<file path="src/rtl/memory_access_pkg.sv">
// Shared types and encodings for the memory-access / writeback stage.
package memory_access_pkg;

    // Transaction FSM states
    typedef enum logic [1:0] {
        IDLE = 2'd0,
        REQ  = 2'd1,
        RESP = 2'd2
    } state_t;

    // RV64 funct3 encodings for loads; stores reuse the low four (SB/SH/SW/SD)
    localparam logic [2:0] F3_B  = 3'b000;
    localparam logic [2:0] F3_H  = 3'b001;
    localparam logic [2:0] F3_W  = 3'b010;
    localparam logic [2:0] F3_D  = 3'b011;
    localparam logic [2:0] F3_BU = 3'b100;
    localparam logic [2:0] F3_HU = 3'b101;
    localparam logic [2:0] F3_WU = 3'b110;

    // Writeback data source select
    localparam logic [1:0] WB_ALU  = 2'b00;
    localparam logic [1:0] WB_MEM  = 2'b01;
    localparam logic [1:0] WB_PC   = 2'b10;
    localparam logic [1:0] WB_NONE = 2'b11;

endpackage

</file>
<file path="src/rtl/load_store_align.sv">
// Combinational byte-lane logic: request legality, store strobes/shift,
// load lane select with sign/zero extension.
module load_store_align
    import memory_access_pkg::*;
#(
    parameter int XLEN      = 64,
    parameter int STRB_SIZE = XLEN / 8
) (
    input  logic                 read_enable,
    input  logic                 write_enable,
    input  logic [2:0]           req_type,
    input  logic [2:0]           req_offset,
    input  logic [XLEN-1:0]      store_data,
    input  logic [2:0]           load_type,
    input  logic [2:0]           load_offset,
    input  logic [XLEN-1:0]      load_data,
    output logic                 legal,
    output logic [STRB_SIZE-1:0] wstrb,
    output logic [XLEN-1:0]      wdata,
    output logic [XLEN-1:0]      load_value
);

    logic                 funct_ok;
    logic                 align_ok;
    logic [STRB_SIZE-1:0] strb_base;
    logic [XLEN-1:0]      lane;

    // Legality: exactly one of read/write, a defined funct3, natural alignment
    always_comb begin
        funct_ok = 1'b0;
        align_ok = 1'b0;
        legal    = 1'b0;
        if (read_enable ^ write_enable) begin
            funct_ok = read_enable ? (req_type != 3'b111) : (req_type[2] == 1'b0);
            case (req_type[1:0])
                2'b00:   align_ok = 1'b1;
                2'b01:   align_ok = ~req_offset[0];
                2'b10:   align_ok = ~|req_offset[1:0];
                default: align_ok = ~|req_offset;
            endcase
            legal = funct_ok & align_ok;
        end
    end

    // Store path: size-based strobe and data moved up to the addressed byte lane
    always_comb begin
        case (req_type[1:0])
            2'b00:   strb_base = STRB_SIZE'(8'h01);
            2'b01:   strb_base = STRB_SIZE'(8'h03);
            2'b10:   strb_base = STRB_SIZE'(8'h0F);
            default: strb_base = STRB_SIZE'(8'hFF);
        endcase
        wstrb = strb_base << req_offset;
        wdata = store_data << {req_offset, 3'b000};
    end

    // Load path: bring the addressed lane to bit 0, then extend by type
    always_comb begin
        lane = load_data >> {load_offset, 3'b000};
        case (load_type)
            F3_B:    load_value = {{(XLEN-8){lane[7]}},   lane[7:0]};
            F3_H:    load_value = {{(XLEN-16){lane[15]}}, lane[15:0]};
            F3_W:    load_value = {{(XLEN-32){lane[31]}}, lane[31:0]};
            F3_BU:   load_value = {{(XLEN-8){1'b0}},      lane[7:0]};
            F3_HU:   load_value = {{(XLEN-16){1'b0}},     lane[15:0]};
            F3_WU:   load_value = {{(XLEN-32){1'b0}},     lane[31:0]};
            F3_D:    load_value = lane;
            default: load_value = lane;
        endcase
    end

endmodule

</file>
<file path="src/rtl/memory_access_cycle.sv">
// Memory-access / writeback stage: drives a req/gnt/rvalid data-memory port,
// stalls upstream while a transaction is in flight and returns a registered
// one-cycle writeback pulse to the register file.
module memory_access_cycle
    import memory_access_pkg::*;
#(
    parameter int XLEN          = 64,
    parameter int REGISTER_SIZE = 5,
    parameter int FUNCT3_SIZE   = 3,
    parameter int STRB_SIZE     = XLEN / 8
) (
    input  logic                     clk,
    input  logic                     rst,
    input  logic                     ma_valid,
    input  logic                     ma_read_enable,
    input  logic                     ma_write_enable,
    input  logic [FUNCT3_SIZE-1:0]   ma_type,
    input  logic [XLEN-1:0]          ma_addr,
    input  logic [XLEN-1:0]          ma_write_data,
    input  logic [XLEN-1:0]          ma_alu_result,
    input  logic [XLEN-1:0]          ma_pc_plus4,
    input  logic                     ma_rf_write_enable,
    input  logic [REGISTER_SIZE-1:0] ma_rf_write_addr,
    input  logic [1:0]               ma_rf_write_data_sel,
    output logic                     ma_stall,
    output logic                     mem_req,
    output logic                     mem_we,
    output logic [XLEN-1:0]          mem_addr,
    output logic [XLEN-1:0]          mem_wdata,
    output logic [STRB_SIZE-1:0]     mem_wstrb,
    input  logic                     mem_gnt,
    input  logic                     mem_rvalid,
    input  logic [XLEN-1:0]          mem_rdata,
    output logic                     rf_writeback_enable,
    output logic [REGISTER_SIZE-1:0] rf_writeback_addr,
    output logic [XLEN-1:0]          rf_writeback_data,
    output logic                     misaligned_fault
);

    state_t                   state, state_next;
    logic                     memop, legal;
    logic                     accept, fault_set, direct_wb, load_done;
    logic [STRB_SIZE-1:0]     align_wstrb;
    logic [XLEN-1:0]          align_wdata, load_value;

    // Captured request, held stable through REQ/RESP
    logic                     req_we;
    logic [XLEN-1:0]          req_addr;
    logic [2:0]               req_offset;
    logic [2:0]               req_type;
    logic [XLEN-1:0]          req_wdata;
    logic [STRB_SIZE-1:0]     req_wstrb;
    logic                     req_rf_we;
    logic [REGISTER_SIZE-1:0] req_rd;
    logic [1:0]               req_sel;

    assign memop = ma_read_enable | ma_write_enable;

    load_store_align #(
        .XLEN      (XLEN),
        .STRB_SIZE (STRB_SIZE)
    ) u_align (
        .read_enable  (ma_read_enable),
        .write_enable (ma_write_enable),
        .req_type     (ma_type),
        .req_offset   (ma_addr[2:0]),
        .store_data   (ma_write_data),
        .load_type    (req_type),
        .load_offset  (req_offset),
        .load_data    (mem_rdata),
        .legal        (legal),
        .wstrb        (align_wstrb),
        .wdata        (align_wdata),
        .load_value   (load_value)
    );

    // Writeback data for instructions that do not touch memory
    function automatic logic [XLEN-1:0] direct_data(input logic [1:0] sel,
                                                    input logic [XLEN-1:0] alu,
                                                    input logic [XLEN-1:0] pc4);
        case (sel)
            WB_ALU:  direct_data = alu;
            WB_PC:   direct_data = pc4;
            WB_MEM:  direct_data = '0;
            default: direct_data = '0;
        endcase
    endfunction

    // FSM state register; asynchronous reset drops mem_req/ma_stall at once
    always_ff @(posedge clk or negedge rst) begin
        if (!rst) state <= IDLE;
        else      state <= state_next;
    end

    // Next state, request strobe and per-cycle event decode
    always_comb begin
        state_next = state;
        mem_req    = 1'b0;
        accept     = 1'b0;
        fault_set  = 1'b0;
        direct_wb  = 1'b0;
        load_done  = 1'b0;
        case (state)
            IDLE: begin
                if (ma_valid) begin
                    if (!memop) begin
                        direct_wb = 1'b1;
                    end else if (legal) begin
                        accept     = 1'b1;
                        state_next = REQ;
                    end else begin
                        fault_set = 1'b1;
                    end
                end
            end
            REQ: begin
                mem_req = 1'b1;
                if (mem_gnt) state_next = req_we ? IDLE : RESP;
            end
            RESP: begin
                if (mem_rvalid) begin
                    load_done  = 1'b1;
                    state_next = IDLE;
                end
            end
            default: state_next = IDLE;
        endcase
    end

    assign ma_stall  = (state != IDLE) | (ma_valid & memop & legal);
    assign mem_we    = mem_req & req_we;
    assign mem_addr  = mem_req ? req_addr  : '0;
    assign mem_wdata = mem_req ? req_wdata : '0;
    assign mem_wstrb = mem_req ? req_wstrb : '0;

    // Capture an accepted request so the memory port stays stable until gnt
    always_ff @(posedge clk or negedge rst) begin
        if (!rst) begin
            req_we     <= 1'b0;
            req_addr   <= '0;
            req_offset <= '0;
            req_type   <= '0;
            req_wdata  <= '0;
            req_wstrb  <= '0;
            req_rf_we  <= 1'b0;
            req_rd     <= '0;
            req_sel    <= '0;
        end else if (accept) begin
            req_we     <= ma_write_enable;
            req_addr   <= {ma_addr[XLEN-1:3], 3'b000};
            req_offset <= ma_addr[2:0];
            req_type   <= ma_type;
            req_wdata  <= align_wdata;
            req_wstrb  <= align_wstrb & {STRB_SIZE{ma_write_enable}};
            req_rf_we  <= ma_rf_write_enable;
            req_rd     <= ma_rf_write_addr;
            req_sel    <= ma_rf_write_data_sel;
        end
    end

    // Registered writeback pulse and fault pulse; x0 and reserved select never write
    always_ff @(posedge clk or negedge rst) begin
        if (!rst) begin
            rf_writeback_enable <= 1'b0;
            rf_writeback_addr   <= '0;
            rf_writeback_data   <= '0;
            misaligned_fault    <= 1'b0;
        end else begin
            misaligned_fault <= fault_set;
            if (direct_wb) begin
                rf_writeback_enable <= ma_rf_write_enable & (ma_rf_write_addr != '0) &
                                       (ma_rf_write_data_sel != WB_NONE);
                rf_writeback_addr   <= ma_rf_write_addr;
                rf_writeback_data   <= direct_data(ma_rf_write_data_sel, ma_alu_result, ma_pc_plus4);
            end else if (load_done) begin
                rf_writeback_enable <= req_rf_we & (req_rd != '0) & (req_sel != WB_NONE);
                rf_writeback_addr   <= req_rd;
                rf_writeback_data   <= load_value;
            end else begin
                rf_writeback_enable <= 1'b0;
            end
        end
    end

endmodule

</file>
<file path="config.mk">
export PLATFORM = sky130hd
export DESIGN_NAME = memory_access_cycle
export DESIGN_NICKNAME = d
export VERILOG_FILES = /design/src/rtl/memory_access_pkg.sv /design/src/rtl/load_store_align.sv /design/src/rtl/memory_access_cycle.sv
export SDC_FILE = /design/constraint.sdc
export NUM_CORES = 1
export LEC_CHECK = 0
export BUFFER_PORTS_ARGS = -buffer_cell sky130_fd_sc_hd__buf_4
export CORE_AREA = 2 2 214 216
export CTS_BUF_LIST = sky130_fd_sc_hd__clkbuf_2 sky130_fd_sc_hd__clkbuf_4 sky130_fd_sc_hd__clkbuf_8
export DETAILED_ROUTE_END_ITERATION = 10
export DIE_AREA = 0 0 216 218
export GPL_ROUTABILITY_DRIVEN = 0
export PLACE_DENSITY = 0.57
export SLEW_MARGIN = 20
export SYNTH_ARGS = -nofsm -noshare
export SYNTH_HDL_FRONTEND = slang
export SYNTH_SLANG_ARGS = --single-unit
</file>
<file path="constraint.sdc">
create_clock -name clk -period 2.8 [get_ports clk]
set_input_delay 0.14 -clock clk [delete_from_list [all_inputs] [get_ports clk]]
set_output_delay 0.14 -clock clk [all_outputs]
set_load 0.005 [all_outputs]
</file>
==> metrics.cfg, run 1 <==
[clocking]
clock_sinks=221
post_cts_buffers=0
cts_root_buf=clkbuf_8
h-tree-depth=2
insertion_delay_ns=0.60
cts_inserted_buffers=43
clock_path_buffers=3
cts_tree=built
cts.clk_slew.worst_paths_ns=0.06

[sta]
finalHoldViolations=0
worst_pin_slew_ns=1.04
max_freq_mhz=392
fin_crit_sh_pct=91.0
min_period_ns=2.55
skew_ns=0.0190
rsz0062_at_grt=false
finalSetupViolations=0
slew_headroom_pct=30.7
tns_ns=0
final_max_slew_viol_count=0

[detailed_routing]
vias_per_cell=5.19
drtPass1Iterations=5
ant_nets=0
wl_per_cell_um=21.1
vias=15200
route.detailed.drc=0
drt-initial-drc-count=930
wl_um=61700

[layout]
stdcell_count=2925
drive_gt1_share_pct=33.6
area_growth_pct=56.6
nNetsFinal=2633

[synthesis]
syn_area_per_cell_um2=8.93
ys_warn_count=0
synth_area_um2=14100
synth_edf_count=0
synthArstFlopShare_pct=100
netlist_instances=1579
synth_seq_area_share_pct=39.2
synth-seq-cells=221
ys_types=54
yosys_most_used_dff=dfrtp_1

[floorplanning]
die_x_um=216
die_h_um=218
initial_core_util_pct=31.4
die-area_um2=47100
rows=78
coreArea_um2=44900
pin_count=548

[worst_setup_path]
crit_slowest_cell=dfrtp_1
critPathKind=register to output port
r2r_start=req_offset[1]$_DFFE_PN0P_
start_kind=register
cp_common_cell=buf_4
crit_start=state[0]$_DFFE_PN0P_
critPathArrivalTime_ns=2.41
endpoint_kind=output port
required_ns=2.66
worstPathMaxFanout=41
cp_cell_sequence=nor2b_4 -> buf_4 -> and2_1 -> buf_4
cpPeakStageDelay_ns=0.51

[worst_hold_path]
holdCritStartpoint=ma_write_data[21]
min_path_type=input pin to register

[global_route]
grt_util_all_layers_pct=25.3
grt_max_degree=100
grt_pass1_wl_um=91900
antenna_found_initial=5
grt_pass1_vias=15200
grt_overflow=0

[flow_run]
maxCapViolCount=0

[power_and_ir_drop]
p_leak_nw=10.6
power_density_nw_per_um2=639
peakVddDrop_uv=394

[place]
dp_cells=2620
io_buffer_count=544
dp_hpwl_um=44400

[run_status]
status=finished clean

==> registers in the layout (all words and copies together) (netlist names) <==
name                 count
rf_writeback_data       64
rf_writeback_enable      1
req_we                   1
state                    2
req_wdata               64
req_wstrb                8
req_sel                  2
req_type                 3
misaligned_fault         1
req_offset               3
req_rd                   5
rf_writeback_addr        5
req_rf_we                1
req_addr                61
==> final timing paths <==
path,to,slack (ns),cells past startpoint
max,mem_wdata[50],0.25,4
min,req_wdata[21]$_DFFE_PN0P_,0.06,5
max reg2reg,rf_writeback_data[30]$_DFFE_PN0P_,0.26,7
min reg2reg,req_addr[20]$_DFFE_PN0P_,0.46,2
max in group asynchronous,req_wdata[28]$_DFFE_PN0P_,1.78,3
min in group asynchronous,req_addr[23]$_DFFE_PN0P_,0.09,2
==> cell usage in the layout, fill, tap and decap left out, types with 9 or more instances in the layout <==
master         netlist  final
buf_4                4    575
nand2_1            333    333
dlygate4sd3_1        0    229
dfrtp_1            221    219
and2_1             138    137
mux2i_1             97     97
a21oi_1             91     91
o21ai_0             79     79
mux2_2              69     69
clkbuf_8             0     57
a22oi_1             50     50
nor2_1              43     41
a221oi_1            32     32
mux4_2              29     29
nor2b_1             27     26
a211oi_1            21     21
o31ai_1             20     20
o22ai_1             17     17
a21o_1              17     17
nand3_1             16     16
nand2b_1            15     15
o21a_1              13     13
inv_1               11     11
nand3b_1            11     11
a211o_1              9      9
o221ai_1             9      9
nor3b_1              9      9
buf_12               0      9
==> report_power, final <==
| group | leakage, nW | switching, mW | internal [mW] |
|---|---|---|---|
| Combinational | 7.23 | 2.92 | 2.81 |
| Sequential | 2.85 | 0.657 | 4.20 |
| Clock | 0.491 | 1.53 | 2.01 |
| Total | 10.6 | 5.10 | 9.01 |
==> final cells by class <==
| type | count | area, um^2 |
|---|---|---|
| clock buffer | 64 | 837 |
| multi-input combinational | 1203 | 8020 |
| timing repair buffer | 814 | 6800 |
| clock inverter | 10 | 92.6 |
| sequential | 221 | 5530 |
| antenna | 2 | 5.00 |
| tap | 600 | 751 |
| fill | 4220 | 22800 |
| inverter | 11 | 41.3 |
==> worst max-delay path: cells and delay by family, from the launching register on <==
family / cells / cell delay (ns)
buf+inv: 2 / 0.55
simple gates: 2 / 0.73
flops: 1 / 0.51
==> logic make-up (layout without fill, tap and decap cells) <==
kind of cell | after synthesis | in the layout | share of synthesized area, %
AOI/OAI and AO/OA | 388 | 388 | 18.1
and+or+nand+nor | 614 | 614 | 20.8
buffers and inverters | 157 | 899 | 4.55
other | 1 | 5 | 0.0266
xor gates and xnor gates | 1 | 1 | 0.0621
DFF | 221 | 221 | 39.2
adders and majority gates | 1 | 1 | 0.0887
muxes | 196 | 196 | 17.1
==> per-stage QoR <==
step / hold WS (ns) / total power [mW] / area (um^2) / utilization (%) / worst slack [ns]
after floorplan: -0.156 / 7.81 / 14100 / - / 0.760
after global placement: 0.178 / 10.2 / 18800 / 41.9 / -0.213
after detailed placement: 0.183 / 10.3 / 18800 / 41.9 / -0.277
after CTS: 0.000165 / 14.2 / 22100 / 49.1 / 0.000148
after global routing: 0.0524 / 15.0 / 22100 / 49.2 / 0.0560
final: 0.0555 / 14.1 / 22100 / 49.2 / 0.252
==> metal layers <==
metal | global-route usage (%) | vias up | wire length, um
li1 | - | 7034 | -
met1 | 29.6 | 7371 | 23900
met2 | 43.9 | 650 | 30400
met3 | 7.32 | 109 | 5130
met4 | 9.70 | 6 | 2230
met5 | 0 | - | 34
==> synth_stat cells, types with 4 or more instances <==
library cell / instances / area share (%)
mux2_2: 69 / 5.5
inv_1: 11 / 0.29
buf_4: 4 / 0.21
and2_1: 138 / 6.1
buf_2: 24 / 0.85
nor2_1: 43 / 1.1
buf_1: 6 / 0.16
nor3b_1: 9 / 0.48
o22ai_1: 17 / 0.75
a21o_1: 17 / 0.90
o31ai_1: 20 / 1.1
a211oi_1: 21 / 1.1
nand3_1: 16 / 0.57
a22oi_1: 50 / 2.7
nand3b_1: 11 / 0.59
nor4_1: 5 / 0.22
a211o_1: 9 / 0.56
mux4_2: 29 / 4.6
a2bb2oi_1: 8 / 0.50
nor2b_1: 27 / 1.2
nor3_1: 5 / 0.18
a21oi_1: 91 / 3.2
nand2b_1: 15 / 0.67
a2111oi_0: 6 / 0.37
nand2_1: 333 / 8.9
mux2i_1: 97 / 6.9
clkbuf_1: 111 / 3.0
dfrtp_1: 221 / 39
a221oi_1: 32 / 2.0
o21ai_0: 79 / 2.8
o21a_1: 13 / 0.69
a31o_2: 5 / 0.31
o221ai_1: 9 / 0.56
==> repair_timing <==
item                                    4_1_cts  5_1_grt
endpoints found under the setup margin        5        4
resized for setup                             6        4
hold endpoints to repair                    268        0
hold buffers                                229        0
(Power assumes the default switching activity.)
==> run 2: changes to the inputs <==
- clock period: 2.8 -> 2.6 ns (I/O delays scaled with it)
==> run 2 against run 1 <==
- global-route usage increased by 0.19 points
- setup slack got worse by 0.096 ns
- clock skew shrank 0.0028 ns
- utilization increased by 0.47 points
- worst hold slack worse by 0.0066 ns
- first-iteration DRC count rose by 1.7%
==> metrics.cfg, run 2 (synthesized netlist as in run 1, its figures left out) <==
[layout]
final_common_cell=buf_4
multi_input_area_um2=8020  ; about the same
final_cell_mix=buf_4 (583), nand2_1 (333), dlygate4sd3_1 (235), dfrtp_1 (219), and2_1 (137)
drive_gt1_share_pct=34.0  ; +0.34 points
register_area_um2=5530  ; unchanged
area_growth_pct=58.1
nFillCells=4158  ; -1.5%
reg_top3=req_wdata: 64 flops, rf_writeback_data: 64 flops, req_addr: 61 flops
nNetsFinal=2656  ; +0.87%

[sta]
hold_ws_ns=0.0489  ; -0.00660 ns
min_period_ns=2.44
final_max_slew_viol_count=0  ; unchanged
finalSetupViolations=0  ; unchanged
finalHoldViolations=0  ; unchanged
rsz0062_at_grt=false
skew_ns=0.0162  ; -0.00280 ns
fin_crit_sh_pct=94.0
slew_headroom_pct=53.8  ; +23 points
max_freq_mhz=409
worst_pin_slew_ns=0.693  ; -0.346 ns

[worst_setup_path]
endpoint=rf_writeback_data[30]$_DFFE_PN0P_
critPathArrivalTime_ns=2.91  ; +0.50 ns
required_ns=3.06  ; +0.40 ns
crit_start=req_offset[1]$_DFFE_PN0P_
r2r_start=req_offset[1]$_DFFE_PN0P_
start_kind=register
r2r_end=rf_writeback_data[30]$_DFFE_PN0P_
crit_cells=7  ; +3
crit_slowest_cell=dfrtp_2
worstPathMaxFanout=30  ; -27%
critPathKind=register to register
cpPeakStageDelay_ns=0.54  ; +0.03 ns
path_delay_family=compound AO/OA/AOI/OAI gates
cp_cell_sequence=buf_12 -> mux2_1 -> o2bb2ai_1 -> nor4_2 -> buf_4 -> a2111oi_2 -> o21ai_0
endpoint_kind=register
critPathBufInv=2  ; unchanged
reg2reg_slack_ns=0.16  ; -0.10 ns
r2r_cells=7  ; unchanged

[floorplanning]
initial_core_util_pct=31.4  ; unchanged
pin_count=548  ; unchanged
die_x_um=216  ; unchanged
die_h_um=218  ; unchanged
rows=78  ; unchanged
coreArea_um2=44900  ; unchanged
die-area_um2=47100  ; unchanged

[detailed_routing]
vias=15100  ; -0.53%
vias_per_cell=5.12  ; -1.2%
route.detailed.drc=0  ; unchanged
drtPass1Iterations=5  ; unchanged
ant_nets=0  ; unchanged
wl_per_cell_um=21.2  ; +0.25%
wl_um=62300  ; +0.93%
drt-initial-drc-count=946  ; +1.7%

[power_and_ir_drop]
p_leak_nw=10.7  ; +1.1%
finalPower_mw=15.2  ; +7.6%
power_density_nw_per_um2=682  ; +6.6%
peakVddDrop_uv=393  ; -0.36%

[clocking]
clock_path_buffers=3  ; unchanged
clock_sinks=221  ; unchanged
cts_tree=built
insertion_delay_ns=0.60  ; about the same
cts_inserted_buffers=43  ; unchanged
h-tree-depth=2  ; unchanged
cts.clk_slew.worst_paths_ns=0.06  ; about the same
cts_root_buf=clkbuf_8

[global_route]
antenna_found_initial=1  ; -4
grt_util_all_layers_pct=25.5  ; +0.19 points
grt_overflow=0  ; unchanged
grt_max_degree=93  ; -7.0%
grt_pass1_vias=15600  ; +2.4%
grt_pass1_wl_um=92800  ; +1.0%

[place]
io_buffer_count=544  ; unchanged
dp_hpwl_um=44600  ; +0.63%

[flow_run]
maxCapViolCount=0  ; unchanged

[worst_hold_path]
min_path_type=input pin to register

[run_status]
status=finished clean

==> run 2: changes by cell type in the layout (fill, tap and decap cells not counted), moves of 2 or more <==
| cell | change |
|---|---|
| buf_6 | +2 |
| buf_4 | +8 |
| clkbuf_4 | +8 |
| clkbuf_8 | -10 |
| dlygate4sd3_1 | +6 |
| buf_12 | +6 |
==> run 2: layout make-up <==
type / count / share of cell area, %
Clock buffer: 62 / 3.41
Inverter: 11 / 0.185
Tap cell: 600 / 3.37
Multi-Input combinational cell: 1203 / 36.0
Sequential cell: 221 / 24.8
Antenna cell: 1 / 0.0112
Clock inverter: 10 / 0.415
Timing Repair Buffer: 837 / 31.8
==> run 2: how the worst min path moves through the flow <==
stage                             start                                 to  slack, ns  cells past startpoint
after floorplan                     rst         misaligned_fault$_DFF_PN0_      -0.17                      0
after global placement              rst           req_addr[23]$_DFFE_PN0P_       0.18                      1
after CTS                 mem_rdata[34]  rf_writeback_data[18]$_DFFE_PN0P_     0.0007                      5
after global routing      mem_rdata[51]  rf_writeback_data[51]$_DFFE_PN0P_      0.006                      4
final                     mem_rdata[51]  rf_writeback_data[51]$_DFFE_PN0P_       0.05                      4
after detailed placement            rst           req_addr[23]$_DFFE_PN0P_       0.18                      1
==> run 2: timing repair <==
| action | 4_1_cts | 5_1_grt |
|---|---|---|
| hold buffers | 235 | 0 |
| setup buffers | 0 | 3 |
| gates resized for setup | 8 | 5 |
| pin swaps | 0 | 1 |
| hold endpoints to repair | 313 | 0 |
| setup endpoints to repair | 4 | 36 |
| gates cloned | 0 | 1 |
==> run 2: routing by layer <==
metal	share of wire, %	track usage, %	up-vias
li1	-	-	7074
met1	38	29.4	7227
met2	50	44.7	667
met3	8.3	7.14	122
met4	3.8	10.4	0
met5	0	0	-
==> run 2: worst min-delay path, cell delays in order <==
cell and delay (ns):
buf_4 0.11, mux2_2 0.16, a22oi_1 0.06, a21oi_1 0.13
==> run 2: through the flow <==
stage               cells  setup slack (ns)  area (um^2)  setup TNS [ns]  utilization [%]
finish               2945             0.156        22300               0             49.6
global route         2945            0.0246        22300               0             49.6
CTS                  2940            0.0236        22200               0             49.5
detailed placement   2633            -0.233        19000          -0.788             42.3
global placement     2633            -0.180        19000          -0.555             42.3
floorplan            1581             0.560        14100               0                -
==> run 2: power by group <==
part	total [mW]	internal (mW)	switching (mW)
Clock	3.60	1.98	1.62
Sequential	5.23	4.53	0.703
Combinational	6.37	3.16	3.21
Total	15.2	9.66	5.54
==> run 3: changes to the inputs <==
- CORE_AREA: 2 2 214 216 -> 2 2 215 217
- DIE_AREA: 0 0 216 218 -> 0 0 217 219
- PLACE_DENSITY: 0.57 -> 0.56
- clock period: 2.6 -> 2.7 ns (I/O delays scaled with it)
==> run 3 against run 2 <==
- sequential power fell by 3%
- clock power grew 3%
- via count is 0.35% higher
- utilization fell by 0.82 points
- routed wire length increased by 0.48%
- register-to-register slack worse by 0.04 ns
- non-clock buffer count shrank 27
- critical path type unchanged
==> metrics.cfg, run 3 (synthesized netlist as in run 1, its figures left out) <==
[run_status]
status=finished clean

[power_and_ir_drop]
power_density_nw_per_um2=670  ; -1.8%
pwr-share-seq_pct=34.5  ; about the same
switchingPower_mw=5.37  ; -2.9%
switching_share_pct=36.4  ; about the same
clkPwrFrac_pct=25.1  ; +1.4 points
pwr-share-comb_pct=40.5  ; -1.4 points
peakVddDrop_uv=422  ; +7.5%
power.internal_mw=9.37  ; -3.0%
p_leak_nw=10.6  ; -1.3%

[worst_setup_path]
path_delay_family=compound AO/OA/AOI/OAI gates
endpoint=rf_writeback_data[26]$_DFFE_PN0P_
r2r_end=rf_writeback_data[26]$_DFFE_PN0P_
worstPathMaxFanout=12  ; -60%
reg2reg_slack_ns=0.12  ; -0.04 ns
crit_start=req_offset[1]$_DFFE_PN0P_
critPathBufInv=2  ; unchanged
critPathArrivalTime_ns=3.04  ; +0.13 ns
crit_slowest_cell=a2111oi_1
r2r_start=req_offset[1]$_DFFE_PN0P_
cp_common_cell=buf_4
cpPeakStageDelay_ns=0.64  ; +0.10 ns
crit_cells=7  ; unchanged
critPathKind=register to register
endpoint_kind=register
cp_cell_sequence=buf_4 -> mux2_1 -> o2bb2ai_1 -> nor4_2 -> buf_4 -> a2111oi_1 -> o21ai_0
start_kind=register
r2r_cells=7  ; unchanged
required_ns=3.16  ; +0.10 ns

[sta]
finalSetupViolations=0  ; unchanged
slew_headroom_pct=45.6  ; -8.1 points
skew_ns=0.0340  ; +0.0178 ns
max_freq_mhz=387  ; -5.3%
fin_crit_sh_pct=95.6  ; +1.6 points
finalHoldViolations=0  ; unchanged
worst_pin_slew_ns=0.814  ; +0.120 ns
final_max_slew_viol_count=0  ; unchanged
min_period_ns=2.58  ; +0.138 ns
rsz0062_at_grt=false
hold_ws_ns=0.0311  ; -0.0179 ns

[layout]
reg_top3=req_wdata: 64 flops, rf_writeback_data: 64 flops, req_addr: 61 flops
final_cell_mix=buf_4 (574), nand2_1 (333), dlygate4sd3_1 (224), dfrtp_1 (219), and2_1 (137)
postLayoutCellArea_um2=22000  ; -1.2%
nNetsFinal=2628  ; -1.1%
area_growth_pct=56.1
stdcell_count=2916  ; -0.98%
drive_gt1_share_pct=33.5  ; -0.44 points
final_common_cell=buf_4
finalCoreUtilization_pct=48.8  ; -0.82 points
nFillCells=4276  ; +2.8%

[floorplanning]
rows=78  ; unchanged
die_x_um=217  ; +0.46%
die_h_um=219  ; +0.46%
coreArea_um2=45100  ; +0.43%
pin_count=548  ; unchanged
die-area_um2=47500  ; +0.92%
initial_core_util_pct=31.3  ; -0.14 points

[global_route]
gr-usage-met3_pct=7.46  ; +0.32 points
grt_pass1_wl_um=91700  ; -1.2%
grt_pass1_vias=15300  ; -1.7%
grt_busiest_layer=met2
grt_overflow=0  ; unchanged
met1_usage_pct=28.8  ; -0.59 points
grt_util_all_layers_pct=25.4  ; -0.15 points
grt_max_degree=137  ; +47%
grt_util_met2_pct=43.4  ; -1.3 points
antenna_found_initial=3  ; +2

[detailed_routing]
wl_um=62600  ; +0.48%
ant_nets=0  ; unchanged
drtPass1Iterations=5  ; unchanged
vias=15100  ; +0.35%
route.detailed.drc=0  ; unchanged
wl_per_cell_um=21.5  ; +1.5%
drt-initial-drc-count=1038  ; +9.7%
vias_per_cell=5.19  ; +1.3%

[clocking]
cts_tree=built
clock_sinks=221  ; unchanged
cts.clk_slew.worst_paths_ns=0.06  ; about the same
h-tree-depth=2  ; unchanged
cts_root_buf=clkbuf_8
insertion_delay_ns=0.62  ; +0.02 ns
clock_path_buffers=3  ; unchanged
cts_inserted_buffers=42  ; -2.3%

[flow_run]
maxCapViolCount=0  ; unchanged

[worst_hold_path]
holdCritStartpoint=ma_write_data[22]
min_path_type=input pin to register

[place]
dpl_cell_area_um2=18900  ; -0.74%
io_buffer_count=544  ; unchanged
dp_cells=2621  ; -0.46%
dp_hpwl_um=45200  ; +1.2%

[run 3: cell count changes in the layout (fill, tap and decap cells not counted), sizes merged]
cell / before / now
buf: 601 / 586
dlygate4sd3: 235 / 224
clkbuf: 63 / 60
bufinv: 1 / 3
clkinv: 7 / 5
clkinvlp: 1 / 0
inv: 12 / 13
[run 3: through the flow]
step                worst slack [ns]  setup TNS (ns)  power, mW
floorplan                      0.660               0       8.10
global placement             -0.0970          -0.124       10.7
detailed placement            -0.172          -0.381       10.8
CTS                          0.00767               0       14.8
global route                  0.0337               0       15.6
finish                         0.118               0       14.7
[run 3: power groups by stage]
stage / Clock [mW] / Sequential [mW] / Combinational [mW]
floorplan: 0 / 4.84 / 3.26
global placement: 0 / 5.09 / 5.56
detailed placement: 0 / 5.11 / 5.64
CTS: 3.79 / 5.08 / 5.97
global route: 3.93 / 5.21 / 6.47
finish: 3.70 / 5.08 / 5.97
[run 3: what timing repair did]
action / in CTS / in global routing
setup endpoints to repair: 5 / 3
setup buffers: 0 / 0
gates resized for setup: 5 / 3
hold endpoints to repair: 401 / 0
hold buffers: 224 / 0
[run 3: area by class of cell]
cell class | instances | area [um^2] | area share [%]
flip-flops and latches | 221 | 5530 | 25.1
repair buffers | 810 | 6790 | 30.8
multi-input cells | 1203 | 8000 | 36.4
well taps | 600 | 751 | 3.41
clock inverters | 10 | 154 | 0.699
inverters | 11 | 41.3 | 0.188
diodes | 1 | 2.50 | 0.0114
clock buffers | 60 | 744 | 3.38
[run 3: worst min path at each step]
stage | slack, ns | end | cells after the start
2_1_floorplan | -0.16 | misaligned_fault$_DFF_PN0_ | 0
3_3_place_gp | 0.12 | req_addr[30]$_DFFE_PN0P_ | 1
3_5_place_dp | 0.12 | req_addr[30]$_DFFE_PN0P_ | 1
4_1_cts | 0.0007 | req_wdata[22]$_DFFE_PN0P_ | 5
5_1_grt | 0.02 | req_wdata[22]$_DFFE_PN0P_ | 5
6_report | 0.03 | req_wdata[22]$_DFFE_PN0P_ | 5
[run 3: worst reg2reg max path, stage by stage, from the launching register on]
cell and delay [ns]:
dfrtp_2 0.44, buf_4 0.25, mux2_1 0.34, o2bb2ai_1 0.29, nor4_2 0.13, buf_4 0.20, a2111oi_1 0.64, o21ai_0 0.15
[run 3: layer usage]
layer	vias up	routed length [um]
met1	7316	23900
met4	6	3080
li1	7021	-
met2	668	30000
met3	132	5560
met5	-	41
